`config.mk`:
```
export PLATFORM = sky130hd
export DESIGN_NAME = pe_act_broadcast_engine
export DESIGN_NICKNAME = d
export VERILOG_FILES = /design/src/rtl/pe_act_broadcast_engine.sv
export SDC_FILE = /design/constraint.sdc
export NUM_CORES = 1
export LEC_CHECK = 0
export BUFFER_PORTS_ARGS = -buffer_cell sky130_fd_sc_hd__buf_4
export CAP_MARGIN = 5
export CORE_ASPECT_RATIO = 1.1
export CORE_MARGIN = 8
export CORE_UTILIZATION = 53
export DETAILED_ROUTE_END_ITERATION = 6
export GPL_ROUTABILITY_DRIVEN = 0
export PLACE_DENSITY = 0.81
export SLEW_MARGIN = 20
export SYNTH_ARGS = -nofsm -noshare
export SYNTH_HDL_FRONTEND = slang
export SYNTH_SLANG_ARGS = --single-unit
```
`constraint.sdc`:
```
create_clock -name clk -period 2.8 [get_ports clk]
set_clock_uncertainty 0.05 [all_clocks]
set_input_delay 0.28 -clock clk [delete_from_list [all_inputs] [get_ports clk]]
set_output_delay 0.28 -clock clk [all_outputs]
set_load 0.01 [all_outputs]
```
`src/rtl/pe_act_broadcast_engine.sv`:
```
// rtl/pe_act_broadcast_engine.sv - walks the local activation regfile and broadcasts surviving entries to the router
module pe_act_broadcast_engine #(
  parameter int ACT_IDX_W = 4,
  parameter int DATA_W = 16,
  parameter int PE_IDX_W = 6,
  parameter int ROUTER_ADDR_W = 4,
  parameter logic [ROUTER_ADDR_W-1:0] BCAST_ADDR = '1
) (
  input  logic                          clk,
  input  logic                          rst,
  input  logic [PE_IDX_W-1:0]           PE_IDX,
  input  logic                          start,
  input  logic [ACT_IDX_W:0]            in_act_no,
  input  logic                          skip_zero,
  input  logic [2**ACT_IDX_W-1:0]       in_act_zeros,
  output logic                          in_act_read_en,
  output logic [ACT_IDX_W-1:0]          in_act_read_addr,
  input  logic [DATA_W-1:0]             in_act_read_data,
  input  logic                          router_rdy,
  output logic                          act_send_en,
  output logic [ROUTER_ADDR_W-1:0]      act_send_addr,
  output logic [DATA_W-1:0]             act_send_data,
  output logic [PE_IDX_W+ACT_IDX_W-1:0] act_send_idx,
  output logic                          busy,
  output logic                          done,
  output logic [ACT_IDX_W:0]            sent_cnt
);

  localparam int ACT_NO = 2**ACT_IDX_W;
  localparam logic [ACT_IDX_W:0] ACT_LIM = {1'b1, {ACT_IDX_W{1'b0}}};

  typedef enum logic [2:0] {S_IDLE, S_RD, S_LD, S_SEND, S_DONE} state_t;

  state_t              state;
  logic [ACT_NO-1:0]   mask;
  logic [ACT_NO-1:0]   start_mask;
  logic [ACT_IDX_W:0]  act_lim;
  logic [ACT_IDX_W-1:0] start_low;
  logic [ACT_IDX_W-1:0] rest_low;

  function automatic logic [ACT_IDX_W-1:0] lowest(input logic [ACT_NO-1:0] m);
    lowest = '0;
    for (int i = ACT_NO - 1; i >= 0; i--) begin
      if (m[i]) lowest = ACT_IDX_W'(i);
    end
  endfunction

  // Pending mask a start would latch; oversized counts clamp to the full file.
  always_comb begin
    act_lim = (in_act_no > ACT_LIM) ? ACT_LIM : in_act_no;
    start_mask = '0;
    for (int i = 0; i < ACT_NO; i++) begin
      start_mask[i] = ((ACT_IDX_W+1)'(i) < act_lim) && !(skip_zero && in_act_zeros[i]);
    end
    start_low = lowest(start_mask);
    rest_low  = lowest(mask);
  end

  // Gated by reset so a send caught by a mid-pass reset never transfers.
  assign act_send_en   = (state == S_SEND) && router_rdy && rst;
  assign act_send_addr = BCAST_ADDR;

  always_ff @(posedge clk) begin
    if (!rst) begin
      state            <= S_IDLE;
      mask             <= '0;
      in_act_read_en   <= 1'b0;
      in_act_read_addr <= '0;
      act_send_data    <= '0;
      act_send_idx     <= '0;
      busy             <= 1'b0;
      done             <= 1'b0;
      sent_cnt         <= '0;
    end else begin
      case (state)
        S_IDLE: begin
          done <= 1'b0;
          if (start) begin
            mask     <= start_mask;
            sent_cnt <= '0;
            busy     <= 1'b1;
            if (|start_mask) begin
              state            <= S_RD;
              in_act_read_en   <= 1'b1;
              in_act_read_addr <= start_low;
            end else begin
              state <= S_DONE;
              done  <= 1'b1;
            end
          end
        end
        S_RD: begin
          in_act_read_en         <= 1'b0;
          mask[in_act_read_addr] <= 1'b0;
          act_send_idx           <= {PE_IDX, in_act_read_addr};
          state                  <= S_LD;
        end
        S_LD: begin
          act_send_data <= in_act_read_data;
          state         <= S_SEND;
        end
        S_SEND: begin
          if (router_rdy) begin
            sent_cnt <= sent_cnt + 1'b1;
            if (|mask) begin
              state            <= S_RD;
              in_act_read_en   <= 1'b1;
              in_act_read_addr <= rest_low;
            end else begin
              state <= S_DONE;
              done  <= 1'b1;
            end
          end
        end
        S_DONE: begin
          done  <= 1'b0;
          busy  <= 1'b0;
          state <= S_IDLE;
        end
        default: begin
          state <= S_IDLE;
          busy  <= 1'b0;
          done  <= 1'b0;
        end
      endcase
    end
  end

endmodule

```
==> results of run 1 <==
==> synthesized netlist by cell type, types with 4 or more instances <==
cell	n	area, um2
or4_1	4	30.0
and2_1	10	62.6
nand2_1	84	315
o311ai_0	6	52.6
a21oi_1	13	65.1
nand3_1	15	75.1
nor2_1	17	63.8
clkbuf_1	20	75.1
nand2b_1	10	62.6
and3_1	5	31.3
nor4_1	8	50.1
buf_4	6	45.0
nand4_1	4	25.0
o2bb2ai_1	4	35.0
a211o_1	5	43.8
inv_1	6	22.5
a21boi_0	40	300
o21ai_0	6	30.0
o211ai_1	17	128
nor3_1	11	55.1
dfxtp_1	57	1140
==> registers in the layout, indices dropped and copies added (netlist names) <==
register          cells
state                 3
done                  1
sent_cnt              5
act_send_idx         10
in_act_read_en        1
act_send_data        16
in_act_read_addr      4
mask                 16
busy                  1
==> through the flow <==
stage               cells  hold WS (ps)
detailed placement    555           408
floorplan             416           371
CTS                   571           124
finish                571           136
global placement      555           400
global route          571           130
==> report_power, final <==
group | switching, uW | internal, uW | total (uW)
Clock | 369 | 436 | 805
Combinational | 657 | 496 | 1150
Sequential | 174 | 971 | 1140
Total | 1200 | 1900 | 3100
==> layout make-up <==
class / instances / share of cell area, %
flip-flops and latches: 57 / 27.8
multi-input cells: 323 / 48.0
inverters: 6 / 0.548
repair buffers: 89 / 16.3
clock inverters: 6 / 1.61
well taps: 80 / 2.44
clock buffers: 10 / 3.35
==> cells by family after synthesis <==
family                     count (synthesis)  synth area share [%]
adders and majority gates                  1                 0.381
AOI/OAI and AO/OA                        126                  29.7
buffers and inverters                     36                  5.53
xor gates and xnor gates                   3                 0.801
DFF                                       57                  34.8
other                                      1                 0.114
and+or+nand+nor                          189                  28.7
==> final timing paths <==
kind	endpoint	slack, ps	cells past startpoint
worst min-delay path	act_send_data[13]	140	3
worst max register to register	in_act_read_en	610	6
worst max-delay path	in_act_read_en	610	6
worst min register to register	act_send_data[10]	410	2
==> worst min-delay path, cell delays in order <==
cell	delay, ps
buf_4	110
nand2_1	40
a21boi_0	60
==> per-layer routing <==
layer	GRT usage, %	vias to the layer above	share of wire, %	wire length (um)
met5	0	-	0	0
met4	8.07	0	1.7	161
met3	8.29	15	9.0	858
met2	34.6	146	48	4620
met1	25.1	1549	41	3920
li1	-	1646	-	-
==> impl_results.md, run 1 <==
* Status: finished, final reports clean
* Setup TNS at 0 ps
* Unrepaired setup endpoints after global routing: false
* Fin area at 4110 um2
* EDFF count, synth at 0
* Router iterations before antenna repair at 5
* Antenna Cells at 0
* DRT iter0 DRCs at roughly 250
* CTS Sinks at 57
* Final Hold Fails at 0
* Gr usage total at 21.5%
* Critical-path cell list: or4_1 -> nand2b_1 -> or3_1 -> a21oi_1 -> a21oi_1 -> a32o_1
* CP top delay family: simple AND/OR/NAND/NOR gates
* Core ar. at ~6000 um2
* Sequential-to-total area share from yosys stat at 34.8%
* Final net count at approximately 540
* Hold WC Path Type: in2reg
* Fillers at between 500 and 600
* Die height at around 99 um
* Post-CTS Setup Repair Bufs at 0
* First-pass GRT wire length at 16,000 um
* Fin crit share at 78.1%
* Starting Density at a little over half
* Max stage delay on crit path at roughly 620 ps
* CP startpoint: mask[8]
* Root Buffer: clkbuf_8
* Critical Path RT at 2990 ps
* Routed WL per cell at between 15 and 20 um
* Share of layout cells above drive strength 1 at 24.2%
* Worst-Skew Late Latency at ~340 ps
* Power, Total at approximately 3100 uW
* Vias per inst at 5.88
* Mean Syn Cell Area at around 7.9 um2
* TritonCTS clock tree: yes
* FF+latch count, synth at 57
* DP HPWL at roughly 7000 um
* Pin count of the biggest net entering global routing at 55
* Standby leakage power at roughly 0.0016 uW
* Setup Crit Path Kind: reg2reg
* Post-CTS Hold Buffers at 0
* Critical path fanouts, max at 4
* Pwr/cell area at 755 nW/um2
* Final Util at 67.6%
* Commonest non-fill, non-tap cell in the layout: buf_4
* Crit path capture type: flop
* Ports at 91
* Slowest CP cell: or4_1
* H-tree Lvls at 3
* Detail Route Antenna Nets at 0
* GRT Residual Overflow at 0
* Most frequent cells in the layout: 89 x buf_4, 84 x nand2_1, 57 x dfxtp_1
* HP Start: in_act_read_data[13]
* Cell repeated most along the worst path: a21oi_1
* Area of the multi-input gates at slightly below 2000 um2
* Ys async rst share at 0%
* Synth warn at 0
* CP Launch Type: flop
* Vias in the first global route at 3,301
* Worst EP arrival at around 2400 ps
* Most common flop cell mapped by yosys: dfxtp_1
* DR DRC count at 0
* Die footprint at between 8000 and 9000 um2
* CTS max path bufs at 2
* Dpl cell area at around 3900 um2
* Worst vdd ir at 0.438 mV
* Least-Margin Pin Slew at 567 ps
* R2r startpoint: mask[8]
* Critical path buffers and inverters at 0
* Post-Place Setup Slack at ~350 ps
* Mapped Cells at about 410
* Initial antenna violation count at 0
* Fin. max-slew vios at 0
* Die Wd at 91.0 um
* Reg area at about 1100 um2
* Clock Pin Slew Worst Setup and Hold Paths at around 80 ps
* Mapped Area at between 3000 and 4000 um2
* Setup Viol. Count Final at 0
* Max-slew headroom at a little over 60%
* IO Port Bufs at between 80 and 90
* Core Rows at 30
* Worst Setup Slack, final at 614 ps
* Final wirelength at 9550 um
* Vias at roughly 3,400
* CTS buffer count at 9
* CTS resizes at 0
* Clock period minus worst slack at between 2000 and 2500 ps
* Maximum capacitance violations at 0
* Area Overhead vs Synth at 25.3%
* FMAX at 457 MHz
* Post-synth cell types at between 60 and 70
Note: power is estimated with default switching activity, not from simulation.
==> inputs of run 2 (changes only) <==
Clock period 2.8 ns to 2.1 ns, I/O delays scaled along.
==> run 2 against run 1 <==
Compared with the run above: non-clock buffer count is 25 higher; worst setup slack got worse by 560 ps; final cell count increased by 4.4%; via count grew 3.5%; routed wire length increased by 4.0%; critical path depth unchanged; largest cell class unchanged; highest routed layer unchanged.
==> impl_results.md, run 2 (synthesis gave the netlist of run 1 again) <==
* Worst EP arrival at approximately 2200 ps
* FMAX at 490 MHz
* Core ar. at 6080 um2
* Worst R2R Path Depth at 6
* Most frequent cells in the layout: 114 x buf_4, 84 x nand2_1, 57 x dfxtp_1
* CP Launch Type: flop
* Gr usage total at 21.4%
* Clock period minus worst slack at 2040 ps
* Vias in the first global route at ~3,400
* Vias per inst at roughly 6
* Fillers at around 480
* Critical-path cell list: or4_4 -> nand2b_4 -> or3_4 -> a21oi_2 -> a21oi_1 -> a32o_1
* Final Hold Fails at 0
* Router iterations before antenna repair at 5
* Pwr/cell area at 1020 nW/um2
* Die Wd at between 90 and 100 um
* Share of layout cells above drive strength 1 at just under 30%
* Starting Density at 54.0%
* R2r startpoint: mask[8]
* DR DRC count at 0
* First-pass GRT wire length at between 15,000 and 20,000 um
* Worst-Skew Late Latency at approximately 350 ps
* Power, Total at ~4400 uW
* Clock Pin Slew Worst Setup and Hold Paths at 80 ps
* Die footprint at approximately 9000 um2
* Worst vdd ir at 0.623 mV
* Hold WC Path Type: in2reg
* Max stage delay on crit path at ~570 ps
* Critical Path Sink: in_act_read_en
* Detail Route Antenna Nets at 0
* Final wirelength at 9940 um
* Final net count at 560
* Pin count of the biggest net entering global routing at 55
* Maximum capacitance violations at 0
* Vias at ~3,500
* Commonest non-fill, non-tap cell in the layout: buf_4
* H-tree Lvls at 3
* Fin. max-slew vios at 0
* Initial antenna violation count at 0
* Critical Path RT at between 2000 and 2500 ps
* Worst r2r dst: in_act_read_en
* Root Buffer: clkbuf_8
* Setup Viol. Count Final at 0
* GRT Residual Overflow at 0
* Crit path depth at 6
* Die height at slightly below 100 um
* Standby leakage power at between 0.0015 and 0.002 uW
* Biggest regs: act_send_data (16), mask (16), act_send_idx (10)
* CP top delay family: simple AND/OR/NAND/NOR gates
* DRT iter0 DRCs at 212
* Core Rows at 30
* Ports at 91
* Final Util at between 70% and 80%
* IO Port Bufs at 86
* CP startpoint: mask[8]
* R2R Setup Slk at between 50 and 60 ps
* CTS Sinks at between 50 and 60
* Setup Crit Path Kind: reg2reg
* Fin crit share at a little over nine tenths
* Slowest CP cell: or4_4
* Critical path fanouts, max at 4
* CTS max path bufs at 2
* Unrepaired setup endpoints after global routing: false
* Crit path capture type: flop
* Critical path buffers and inverters at 0
* CTS buffer count at 9
* TritonCTS clock tree: yes
* Antenna Cells at 0
* Area Overhead vs Synth at 33.0%
* Routed WL per cell at 16.7 um
* DP HPWL at 7380 um
* Status: finished, final reports clean
==> run 2: metal layers <==
layer | part of all wire, % | global-route usage [%]
met1 | 41 | 23.4
met2 | 49 | 36.3
met3 | 8.1 | 8.59
met4 | 2.1 | 8.07
met5 | 0 | 0
==> run 2: worst min path at each step <==
stage | start | endpoint | slack, ps | cells after the start
after global placement | act_send_data[6] | act_send_data[6] | 400 | 2
after global routing | PE_IDX[4] | act_send_idx[8] | 50 | 3
final | in_act_read_data[11] | act_send_data[11] | 60 | 3
after floorplan | start | busy | 300 | 2
after CTS | PE_IDX[4] | act_send_idx[8] | 50 | 3
after detailed placement | act_send_data[12] | act_send_data[12] | 410 | 2
==> run 2: area by class of cell <==
type | instances | area [um2] | share of cell area, %
multi-input combinational | 323 | 2020 | 46.2
tap | 80 | 100 | 2.29
timing repair buffer | 114 | 856 | 19.6
clock inverter | 7 | 103 | 2.35
clock buffer | 9 | 124 | 2.84
inverter | 6 | 22.5 | 0.516
sequential | 57 | 1140 | 26.2
==> run 2: worst reg2reg max path: stages, from the launching register on <==
cell and delay (ps):
dfxtp_1 320, or4_4 570, nand2b_4 170, or3_4 400, a21oi_2 150, a21oi_1 70, a32o_1 220
==> run 2: repair_timing <==
item                                    in CTS  in global routing
hold endpoints to repair                     0                  0
setup buffers                                0                  0
hold buffers                                 0                  0
endpoints found under the setup margin       1                  7
resized for setup                            1                  7
pin swaps                                    0                  0
==> run 2: per-stage QoR <==
| stage | std cells | setup TNS, ps | setup WS (ps) | hold slack [ps] | cell area [um2] |
|---|---|---|---|---|---|
| global placement | 580 | -134 | -49.6 | 401 | 4090 |
| CTS | 596 | 0 | 30.9 | 54.1 | 4320 |
| detailed placement | 580 | -420 | -119 | 408 | 4090 |
| floorplan | 416 | 0 | 103 | 301 | 3290 |
| finish | 596 | 0 | 58.9 | 61.1 | 4360 |
| global route | 596 | 0 | 19.3 | 51.2 | 4360 |
==> run 2: report_power, final <==
part           switching [uW]  internal [uW]  total, uW
combinational             936            804       1740
sequential                220           1290       1510
clock                     503            677       1180
==> inputs of run 3 (changes only) <==
Settings changed: CORE_UTILIZATION 53 to 36, PLACE_DENSITY 0.81 to unset, REMOVE_ABC_BUFFERS set to 1.
==> run 3 against run 2 <==
Compared with the run above: die area is 39% higher; final cell count is 8.9% higher; highest routed layer unchanged; fmax is 0.33% lower; largest cell class unchanged; via count is 0.78% lower.
==> impl_results.md, run 3 (synthesis gave the netlist of run 1 again) <==
* DP HPWL at about 8100 um
* Hold WC Path Type: in2reg
* Worst-Skew Late Latency at roughly 330 ps
* Die height at around 120 um
* First-pass GRT wire length at 16,900 um
* Critical Path RT at 2280 ps
* Fin crit share at between 90% and 100%
* Antenna Cells at 0
* Critical path fanouts, max at 4
* Cell repeated most along the worst path: a21oi_1
* Setup Viol. Count Final at 0
* Detail Route Antenna Nets at 0
* HP Start: PE_IDX[1]
* GRT Residual Overflow at 0
* Area Overhead vs Synth at 35.8%
* Unrepaired setup endpoints after global routing: false
* Die footprint at around 12,000 um2
* TritonCTS clock tree: yes
* Worst vdd ir at ~0.52 mV
* Fin area at between 4000 and 5000 um2
* FMAX at between 400 and 500 MHz
* Worst r2r dst: in_act_read_en
* Setup Crit Path Kind: reg2reg
* Setup TNS at 0 ps
* Final wirelength at ~10,000 um
* Dpl cell area at between 4000 and 5000 um2
* Routed WL per cell at about 16 um
* CTS resizes at 0
* IO Port Bufs at 86
* Commonest non-fill, non-tap cell in the layout: buf_4
* CP Launch Type: flop
* Pin count of the biggest net entering global routing at 30
* Sink of the worst hold path: act_send_idx[5]
* CP top delay family: simple AND/OR/NAND/NOR gates
* Worst EP arrival at 2220 ps
* Vias at about 3,400
* Starting Density at a little under two fifths
* CTS max path bufs at 2
* Post-CTS Hold Buffers at 0
* Vias in the first global route at between 3,000 and 4,000
* Reg area at around 1100 um2
* Gr usage total at around 17%
* DR DRC count at 0
* Maximum capacitance violations at 0
* Max stage delay on crit path at approximately 560 ps
* Slowest CP cell: or4_4
* Post-CTS Setup Repair Bufs at 0
* Initial antenna violation count at 0
* Critical-path cell list: or4_4 -> nand2b_1 -> or3_1 -> a21oi_1 -> a21oi_1 -> a32o_1
* R2r startpoint: mask[8]
* Clock period minus worst slack at between 2000 and 2500 ps
* Router iterations before antenna repair at 4
* Clock Pin Slew Worst Setup and Hold Paths at roughly 70 ps
* DRT iter0 DRCs at 221
* Final Hold Fails at 0
* Final net count at ~580
* Critical path buffers and inverters at 0
* Worst R2R Path Depth at 6
* Most frequent cells in the layout: 135 x buf_4, 84 x nand2_1, 57 x dfxtp_1
* Vias per inst at 5.31
* Biggest regs: act_send_data (16), mask (16), act_send_idx (10)
* Ports at 91
* Root Buffer: clkbuf_8
* Fin. max-slew vios at 0
* Post-Layout Cell Count at 649
* Pwr/cell area at just over 900 nW/um2
* Die Wd at 107 um
* Hold depth at 3
* Number of instances in the placed design at ~640
* Crit path capture type: flop
* CTS Sinks at 57
* Core ar. at a little under 9000 um2
* Standby leakage power at roughly 0.0019 uW
* CTS buffer count at 9
* Core Rows at 36
* Fillers at around 900
* R2R Setup Slk at between 50 and 60 ps
* Status: finished, final reports clean
* Share of layout cells above drive strength 1 at between 30% and 40%
* H-tree Lvls at 3
* Area of the multi-input gates at between 1500 and 2000 um2
-- run 3: changes by cell type in the layout (fill, tap and decap cells not counted), moves of 2 or more --
cell	previous run	this run
a21oi_2	2	0
clkinv_2	0	3
clkinv_4	3	0
bufinv_16	2	0
a21oi_1	11	13
buf_4	114	135
-- run 3: layout make-up --
class | instances | area share, %
well taps | 114 | 3.20
clock inverters | 4 | 0.505
flip-flops and latches | 57 | 25.6
repair buffers | 135 | 22.7
inverters | 6 | 0.505
multi-input cells | 323 | 44.6
clock buffers | 10 | 2.86
-- run 3: per-stage QoR --
| stage | power (uW) | util (%) | hold slack [ps] | setup slack [ps] |
|---|---|---|---|---|
| floorplan | 2410 | - | 282 | -141 |
| global placement | 3280 | 48.4 | 400 | 12.1 |
| detailed placement | 3300 | 48.4 | 407 | -6.87 |
| CTS | 4140 | 50.1 | 73.7 | 9.08 |
| global route | 4450 | 50.2 | 86.9 | 3.49 |
| finish | 4130 | 50.2 | 85.1 | 52.2 |
-- run 3: worst max-delay path by stage --
stage / start / endpoint / cells past startpoint
finish: mask[8] / in_act_read_en / 6
global route: mask[15] / in_act_read_addr[1] / 7
CTS: mask[8] / in_act_read_addr[3] / 7
detailed placement: in_act_no[3] / in_act_read_addr[3] / 8
global placement: in_act_no[3] / in_act_read_addr[3] / 8
floorplan: state[0] / mask[1] / 6
-- run 3: metal layers --
layer	global-route usage (%)	part of all wire [%]
met3	5.74	8.8
met5	0	0
met4	6.20	1.5
met1	19.3	43
met2	27.9	46
-- run 3: where the power goes --
part / switching [uW] / total, uW / internal (uW)
clock network: 425 / 833 / 408
logic: 977 / 1830 / 848
registers: 178 / 1470 / 1300
-- run 3: worst min-delay path: stages --
cell	delay, ps
buf_4	110
nand2_1	40
a21boi_0	60
